<file path="config.mk">
export PLATFORM = sky130hd
export DESIGN_NAME = seq_tx
export DESIGN_NICKNAME = d
export VERILOG_FILES = /design/src/rtl/seq_tx.sv
export SDC_FILE = /design/constraint.sdc
export NUM_CORES = 1
export LEC_CHECK = 0
export BUFFER_PORTS_ARGS = -buffer_cell sky130_fd_sc_hd__buf_4
export CAP_MARGIN = 15
export CORE_MARGIN = 3
export CORE_UTILIZATION = 53
export CTS_BUF_LIST = sky130_fd_sc_hd__clkbuf_8
export DETAILED_ROUTE_END_ITERATION = 12
export GPL_TIMING_DRIVEN = 0
export PLACE_DENSITY = 0.85
export SLEW_MARGIN = 0
export SYNTH_ARGS = -nofsm -noshare
export SYNTH_HDL_FRONTEND = slang
export SYNTH_SLANG_ARGS = --single-unit
</file>
<file path="constraint.sdc">
create_clock -name CLK -period 1.7 [get_ports CLK]
set_input_delay 0.51 -clock CLK [delete_from_list [all_inputs] [get_ports CLK]]
set_output_delay 0.51 -clock CLK [all_outputs]
set_load 0.02 [all_outputs]
</file>
<file path="src/rtl/seq_tx.sv">
// Serial "1001" pattern transmitter: shifts a parallel frame out MSB-first and
// counts overlapping "1001" matches in the sent bits. SEQ_TX_PARITY_EN appends an even-parity bit.
module seq_tx #(
  parameter int WIDTH = 25,
  parameter int CNT_W = 3
) (
  input  logic             CLK,
  input  logic             RST,
  input  logic             LOAD_VALID,
  input  logic [WIDTH-1:0] LOAD_DATA,
  output logic             LOAD_READY,
  output logic             X,
  output logic             X_VALID,
  output logic             DONE,
  output logic [CNT_W-1:0] MATCH_CNT
);

  localparam int BIT_W = (WIDTH > 2) ? $clog2(WIDTH) : 1;

  localparam logic [1:0] ST_IDLE  = 2'd0;
  localparam logic [1:0] ST_SHIFT = 2'd1;
  localparam logic [1:0] ST_DONE  = 2'd2;
`ifdef SEQ_TX_PARITY_EN
  localparam logic [1:0] ST_PAR   = 2'd3;
`endif

  logic [1:0]       state;
  logic [WIDTH-1:0] sreg;
  logic [BIT_W-1:0] bcnt;
  logic [2:0]       hist;
  logic [1:0]       fill;
  logic             hit;
`ifdef SEQ_TX_PARITY_EN
  logic             par;
`endif

  // hist[2] is the oldest of the last three bits; fill guards against matches
  // that would need bits from before the frame start.
  assign hit = sreg[WIDTH-1] && (fill == 2'd3) && (hist == 3'b100);

  always_ff @(posedge CLK or posedge RST) begin
    if (RST) begin
      state     <= ST_IDLE;
      sreg      <= '0;
      bcnt      <= '0;
      hist      <= '0;
      fill      <= '0;
      MATCH_CNT <= '0;
`ifdef SEQ_TX_PARITY_EN
      par       <= 1'b0;
`endif
    end else begin
      case (state)
        ST_IDLE: begin
          if (LOAD_VALID) begin
            state     <= ST_SHIFT;
            sreg      <= LOAD_DATA;
            bcnt      <= BIT_W'(WIDTH - 1);
            hist      <= '0;
            fill      <= '0;
            MATCH_CNT <= '0;
`ifdef SEQ_TX_PARITY_EN
            par       <= ^LOAD_DATA;
`endif
          end
        end
        ST_SHIFT: begin
          sreg <= {sreg[WIDTH-2:0], 1'b0};
          bcnt <= bcnt - 1'b1;
          hist <= {hist[1:0], sreg[WIDTH-1]};
          if (fill != 2'd3) fill <= fill + 1'b1;
          if (hit && (MATCH_CNT != {CNT_W{1'b1}})) MATCH_CNT <= MATCH_CNT + 1'b1;
          if (bcnt == '0) begin
`ifdef SEQ_TX_PARITY_EN
            state <= ST_PAR;
`else
            state <= ST_DONE;
`endif
          end
        end
`ifdef SEQ_TX_PARITY_EN
        ST_PAR:  state <= ST_DONE;
`endif
        ST_DONE: state <= ST_IDLE;
        default: state <= ST_IDLE;
      endcase
    end
  end

  assign LOAD_READY = (state == ST_IDLE);
  assign DONE       = (state == ST_DONE);

`ifdef SEQ_TX_PARITY_EN
  assign X_VALID = (state == ST_SHIFT) || (state == ST_PAR);
  assign X       = ((state == ST_SHIFT) && sreg[WIDTH-1]) || ((state == ST_PAR) && par);
`else
  assign X_VALID = (state == ST_SHIFT);
  assign X       = (state == ST_SHIFT) && sreg[WIDTH-1];
`endif

endmodule

</file>
* After elaboration in Yosys (flattened, before gate mapping)
Cells that the tools add are included.
Widths: inputs -> output; s select.
** Word-level totals
- Output and inout port bits :: 7
- Register bits :: 40
** Cells by class
- Reduce and logical (&&, ||, !) cells :: 11
- Mux-type cells :: 14
- Equality and inequality tests :: 10
- Add/sub/neg operators :: 3
** Operators with widths (number)
- $pmux 25 s2 :: 1
- $mux 25 :: 1
- $pmux 3 s2 :: 2
- $pmux 5 s2 :: 1
- $mux 2 :: 4
- $pmux 2 s2 :: 2
- $mux 3 :: 2
- $ne 2x1->1 const B :: 3
- $reduce_and 3->1 :: 2
- $logic_not 5->1 :: 1
- $mux 5 :: 1
- $sub 5x1->5 const B :: 1
- $eq 2x2->1 const B :: 2
- $logic_and 1x1->1 :: 4
- $ne 2x2->1 const B :: 2
- $reduce_and 2->1 :: 2
- $add 3x1->3 const B :: 1
- $eq 3x3->1 const B :: 1
- $ne 3x3->1 const B :: 1
- $add 2x1->2 const B :: 1
- $eq 2x1->1 const B :: 1
- $logic_not 2->1 :: 1
- $reduce_bool 2->1 :: 1

* Longest topological paths before layout
Gate-level depths: netlist of run 1.
- Depth after elaboration :: 6
- Depth in mapped cells :: 7
- Mapped depth without buffers :: 5

* Least setup slack after synthesis of run 1
OpenSTA, ideal clock, no wires.
- Path kind :: register to output
- Start :: reg state[1]
- End :: out X
- Setup slack :: 57 ps
- Required time :: 1190 ps
- Cell stages (with the launch flop) :: 6
- Arrival :: 1133 ps
- Buffers on the path :: 2
- Path through :: dfrtp_1 -> nand2b_1 -> buf_2 -> inv_2 -> buf_2 -> and2_4
** Between the ends
- Longest elaborated chain between the ends :: 2
** RTL lines
- start: declaration :: line 27 : logic [1:0] state;
- start signal: assignment :: line 43 : state <= ST_IDLE;
- start signal: assignment :: line 56 : state <= ST_SHIFT;
- start signal: assignment :: line 77 : state <= ST_DONE;
- $eq 2x1->1 :: line 98 : assign X = (state == ST_SHIFT) && sreg[WIDTH-1];
- $logic_and 1x1->1 :: line 98
- end: declaration :: line 12 : output logic X,
No other way between the ends.

* Final worst setup path of run 1
- Start :: reg state[0]
- End :: out X
The elaborated chain is that of the path after synthesis.

==> results of run 1 <==
[metal layers]
layer  routed length [µm]  GRT usage, %  share of wire, %  vias up
met2                 1630          29.9                45       47
li1                     -             -                 -      696
met4                   87          7.28               2.4        0
met3                  194          3.87               5.4       11
met5                    0             0                 0        -
met1                 1710          26.9                47      666
[worst max-delay path: stages, from the launching register on]
cell and delay (ns):
dfrtp_2 0.43, nand2b_4 0.09, clkinv_4 0.06, buf_6 0.11, and2_4 0.15, buf_6 0.12
[worst paths after layout]
path | start | end | slack, ns | cells past startpoint
setup / recovery | state[0]$_DFFE_PP0P_ | X | -0.07 | 5
hold / removal | RST | sreg[16]$_DFFE_PP0P_ | 0.38 | 2
setup reg to reg | MATCH_CNT[0]$_DFFE_PP0P_ | MATCH_CNT[2]$_DFFE_PP0P_ | 0.13 | 5
hold reg to reg | sreg[10]$_DFFE_PP0P_ | sreg[10]$_DFFE_PP0P_ | 0.48 | 2
max in group asynchronous | RST | state[0]$_DFFE_PP0P_ | 0.75 | 2
min in group CLK | LOAD_DATA[0] | sreg[0]$_DFFE_PP0P_ | 0.41 | 3
[power groups by stage]
stage / registers, µW / clock network [µW] / logic [µW]
2_1_floorplan: 1560 / 0 / 886
3_3_place_gp: 1580 / 0 / 1170
3_5_place_dp: 1590 / 0 / 1220
4_1_cts: 1590 / 649 / 1380
5_1_grt: 1640 / 691 / 1560
6_report: 1600 / 642 / 1390
[cells in the final DEF (no fill, tap or decap), types with 2 or more instances in the layout]
| cell type | n |
|---|---|
| nand2_1 | 58 |
| buf_4 | 42 |
| dfrtp_1 | 38 |
| a22oi_1 | 24 |
| clkbuf_8 | 6 |
| nand3_1 | 5 |
| inv_1 | 5 |
| o21ai_0 | 4 |
| ha_1 | 4 |
| buf_6 | 3 |
| mux2i_1 | 3 |
| nor2_1 | 2 |
| and2_4 | 2 |
| buf_2 | 2 |
| dfrtp_2 | 2 |
[per-stage QoR]
stage	hold WS, ns	TNS [ns]	power, µW
2_1_floorplan	0.446	0	2440
3_3_place_gp	0.458	-10.50	2750
3_5_place_dp	0.463	-0.248	2810
4_1_cts	0.407	-0.253	3620
5_1_grt	0.409	-0.196	3890
6_report	0.378	-0.112	3630
[timing repair]
item | CTS | global route
resized for setup | 14 | 6
setup buffers | 7 | 1
setup endpoints to repair | 2 | 23
hold endpoints to repair | 0 | 0
[cell type report]
| cell class | instances | area, µm² | area share, % |
|---|---|---|---|
| buffer | 8 | 60.1 | 2.64 |
| clock buffer | 6 | 82.6 | 3.63 |
| clock inverter | 2 | 11.3 | 0.495 |
| inverter | 6 | 27.5 | 1.21 |
| multi-input combinational | 120 | 713 | 31.3 |
| sequential | 40 | 1000 | 44.1 |
| tap | 44 | 55.1 | 2.42 |
| timing repair buffer | 42 | 323 | 14.2 |
[flip-flops by register name (all words and copies together), names as in the netlist]
signal     cells
MATCH_CNT      3
bcnt           5
state          2
fill           2
sreg          25
hist           3
[logic make-up (layout without fill, tap and decap cells)]
logic type / after synthesis / in the layout / synth area share (%)
and+or+nand+nor: 78 / 78 / 19.9
DFF: 40 / 40 / 56.6
AOI/OAI and AO/OA: 34 / 34 / 14.1
buffers and inverters: 16 / 64 / 4.24
adders and majority gates: 4 / 4 / 2.83
muxes: 4 / 4 / 2.33
==> summary.txt, run 1 <==
Synth
  • Post-synth top flop: dfrtp_1
  • Distinct cell type count of the synthesized netlist: 31
  • Mapped Avg Cell Area: 10.1 µm²
  • Seq/Total Area, Yosys: 56.6%
  • Async S/R FF share, synth: 100%
  • Post-synth top cells: 58 x nand2_1, 40 x dfrtp_1, 24 x a22oi_1
  • Share of the synthesized area in the top cell type: 56.6%
  • Top-count cell post-synth: nand2_1
  • Cell count after synthesis: 176
  • Mapped Area: 0.00177 mm²
  • Post-synth EDFFs: 0
  • #FFs+latches synth: 40
  • Synth Warn #: 0
  • Mapped Nets: 208
  • Cell taking the most area after synthesis: dfrtp_1
  • Top area cells in the synthesized netlist: dfrtp_1 57%, nand2_1 12%, a22oi_1 10%, ha_1 2.8%, buf_2 1.7%

Finish
  • Layout cell share with drive strength beyond 1: 30.4%
  • NumNets Final: 255
  • ANT cells: 0
  • Final-layout fill cell count: 233
  • Non-Filler Instances: 268
  • Area grow syn2layout: 28.6%
  • Final instance area: 0.00228 mm²
  • Final Util: 72.8%

Clocking
  • H-Tree Depth: 2
  • Clk_lat worst skew: 0.29 ns
  • Hold_buf cts: 0
  • TritonCTS clock tree: yes
  • Clock sink count: 40
  • Num CTS Buffers: 5
  • Max Root-Sink Buffers: 2
  • Clock Pin Slew Worst Setup and Hold Paths: 0.07 ns
  • Root buf cell: clkbuf_8

Worst setup path
  • CP Data Arrival Time: 1.26 ns
  • Setup Crit Path Kind: flip-flop to output pin
  • CP Max Fanout: 4
  • Critical Path Start Type: flip-flop
  • Crit. End Element: output pin
  • CP required: 1.19 ns

Timing
  • Final worst-path cycle share: 104%
  • Max_slew headroom: 45.8%
  • Slew Viols, Final: 0
  • Final setup fails: 2
  • Worst slew pin tran: 0.812 ns
  • Min Tclk post-route: 1.77 ns
  • RSZ-0062 raised after global routing: yes
  • Max Clk Rate: 0.566 GHz
  • Skew final: 0.00355 ns
  • Final hold viol count: 0
  • Final setup margin: -0.0672 ns

Power and ir drop
  • Sw power: 1270 µW
  • Power Density: 1590 mW/mm²
  • Leakage power: 0.00117 µW
  • Combinational share of power: 38.3%
  • Clock power share: 17.7%
  • Switching power share of the total: 35.1%
  • Internal: 2350 µW
  • Part of the power in registers: 44.0%
  • VDD IR max: 1.16 mV

GRT
  • Largest net degree at the start of global routing: 41
  • Initial antenna violation count: 0
  • Global-route wire length before repair: 6.15 mm
  • Total track usage: 19.3%
  • Vias in the first global route: 1,379
  • GRT overflow: 0

Die
  • Die Y-Extent: 63.8 µm
  • Die area: 0.00407 mm²
  • Die Wd: 63.8 µm
  • Num rows: 20
  • Core ar.: 0.00313 mm²
  • I/O pin count: 35
  • Initial Util: 56.6%

Route
  • Routed wire length: 3.62 mm
  • DRT iter0 DRCs: 132
  • Vias after detailed routing: 1,420
  • DR vias/cell: 5.30
  • Antenna Nets Post-Route: 0
  • Number of remaining DRC errors: 0
  • Drt first pass iters: 4
  • Drt wl/cell: 13.5 µm

Place
  • Number of port buffers: 34
  • Placement Setup Slack: -0.195 ns
  • Placed Area: 0.00208 mm²
  • Final Wtd Congestion: 0.811
  • Dpl cells: 254
  • Final HPWL DP: 2.40 mm

Worst hold path
  • HP Class: input pin to asynchronous set/reset pin

Outcome
  • Status: finished, violations left
  • Violated checks: setup timing

Job
  • # Max-Cap Violations: 0
No activity file was read; power rests on OpenSTA's default activity.
==> run 2, diff against run 1 <==
clock period = 2.1 ns   (was 1.7 ns; I/O delays follow)
==> summary.txt, run 2 (same netlist as run 1, synthesis figures left out) <==
Finish
  • Area of the multi-input gates: 701 µm²
  • Layout cell share with drive strength beyond 1: 28.2%
  • Final-layout fill cell count: 245
  • Commonest non-fill, non-tap cell in the layout: nand2_1
  • Most frequent cells in the layout: 58 x nand2_1, 40 x buf_4, 38 x dfrtp_1, 24 x a22oi_1, 6 x clkbuf_8
  • Final instance area: 0.00222 mm²
  • Area grow syn2layout: 25.4%
  • Register Area: 0.00100 mm²
  • Final Util: 70.9%
  • ANT cells: 0
  • NumNets Final: 251
  • Reg with most FFs: sreg
  • Max reg flops: 25
  • Biggest regs: sreg: 25 flops, bcnt: 5 flops

Clocking
  • Clock Pin Slew Worst Setup and Hold Paths: 0.07 ns
  • Max Root-Sink Buffers: 2
  • H-Tree Depth: 2
  • Num CTS Buffers: 5
  • TritonCTS clock tree: yes
  • Clock sink count: 40
  • Clk_lat worst skew: 0.29 ns
  • Hold_buf cts: 0
  • Root buf cell: clkbuf_8

Place
  • Final HPWL DP: 2.40 mm
  • Placed Area: 0.00208 mm²
  • Number of port buffers: 34
  • Final Wtd Congestion: 0.811

Worst setup path
  • Setup Crit Path Kind: flip-flop to output pin
  • CP Data Arrival Time: 1.39 ns
  • CP dominant cell by count: buf_6
  • Crit-path cells: nand2b_4, buf_6, inv_4, buf_6, and2_4, buf_4
  • CP required: 1.47 ns
  • Worst path max stage delay: 0.45 ns
  • Critical Path Start Type: flip-flop
  • Crit. End Element: output pin
  • Critical path's slowest cell: dfrtp_2
  • CP Max Fanout: 8

Timing
  • Max_slew headroom: 46.8%
  • Hold WS: 0.485 ns
  • Max Clk Rate: 0.495 GHz
  • Final setup TNS: 0 ns
  • Final worst-path cycle share: 96.3%
  • Worst slew pin tran: 0.797 ns
  • Final setup fails: 0
  • Slew Viols, Final: 0
  • Final hold viol count: 0
  • Skew final: 0.00511 ns
  • RSZ-0062 raised after global routing: no
  • Min Tclk post-route: 2.02 ns

Route
  • Vias after detailed routing: 1,367
  • DRT iter0 DRCs: 125
  • Routed wire length: 3.44 mm
  • Drt first pass iters: 4
  • Drt wl/cell: 13.0 µm
  • DR vias/cell: 5.18
  • Antenna Nets Post-Route: 0
  • Number of remaining DRC errors: 0

Worst hold path
  • HP Class: input pin to asynchronous set/reset pin

Die
  • Initial Util: 56.6%
  • Die area: 0.00407 mm²
  • Core ar.: 0.00313 mm²
  • I/O pin count: 35
  • Num rows: 20
  • Die Wd: 63.8 µm
  • Die Y-Extent: 63.8 µm

GRT
  • Total track usage: 18.6%
  • GRT overflow: 0
  • Global-route wire length before repair: 5.95 mm
  • Vias in the first global route: 1,367
  • Largest net degree at the start of global routing: 41
  • Initial antenna violation count: 0

Power and ir drop
  • Leakage power: 0.00114 µW
  • Power Density: 1280 mW/mm²
  • VDD IR max: 0.943 mV

Job
  • # Max-Cap Violations: 0

Outcome
  • Status: completed
run 2: cell types whose count changed in the layout (fill, tap and decap cells not counted), sizes merged:
cell    change
inv         +1
clkinv      -1
buf         -5
clkbuf      +1
run 2: per-layer routing:
layer | up-vias | part of all wire (%) | track usage [%]
met5 | - | 0 | 0
met4 | 0 | 1.7 | 7.28
met3 | 7 | 4.8 | 3.87
met2 | 36 | 46 | 29.5
met1 | 636 | 47 | 25.1
li1 | 688 | - | -
run 2: power by group:
part | leakage, µW | internal [µW] | total, µW | switching [µW]
logic | 0.000590 | 495 | 1030 | 534
registers | 0.000505 | 1090 | 1290 | 207
clock network | 0.0000486 | 262 | 515 | 254
run 2: final timing paths:
kind | from | end | slack (ns) | depth (start not counted)
setup / recovery | state[0]$_DFFE_PP0P_ | X | 0.08 | 6
min in group CLK | sreg[17]$_DFFE_PP0P_ | sreg[17]$_DFFE_PP0P_ | 0.49 | 2
hold / removal | RST | sreg[13]$_DFFE_PP0P_ | 0.49 | 2
hold reg to reg | sreg[17]$_DFFE_PP0P_ | sreg[17]$_DFFE_PP0P_ | 0.49 | 2
max in group asynchronous | RST | state[0]$_DFFE_PP0P_ | 1.04 | 2
setup reg to reg | state[0]$_DFFE_PP0P_ | fill[0]$_DFFE_PP0P_ | 0.41 | 4
run 2: layout make-up:
class                      instances  share of cell area [%]
buffer                             9                    2.82
clock buffer                       6                    3.72
clock inverter                     2                   0.508
inverter                           6                    1.13
multi-input combinational        120                    31.6
sequential                        40                    45.2
tap                               44                    2.48
timing repair buffer              37                    12.5
run 2: worst max-delay path, delay by kind of cell (launching register included):
kind | cells | cell delay [ns]
buf+inv | 4 | 0.42
flops | 1 | 0.45
simple gates | 2 | 0.23
run 2: repair_timing:
item	4_1_cts	5_1_grt
gates resized for setup	7	2
pin swaps	0	0
setup endpoints to repair	2	2
buffers inserted	2	1
run 2: metrics by stage:
step	setup slack (ns)	cells	power, µW
6_report	0.0784	264	2840
3_5_place_dp	0.0850	254	2270
4_1_cts	0.0146	263	2830
2_1_floorplan	0.337	176	1980
3_3_place_gp	0.0229	254	2230
5_1_grt	0.0354	264	3050
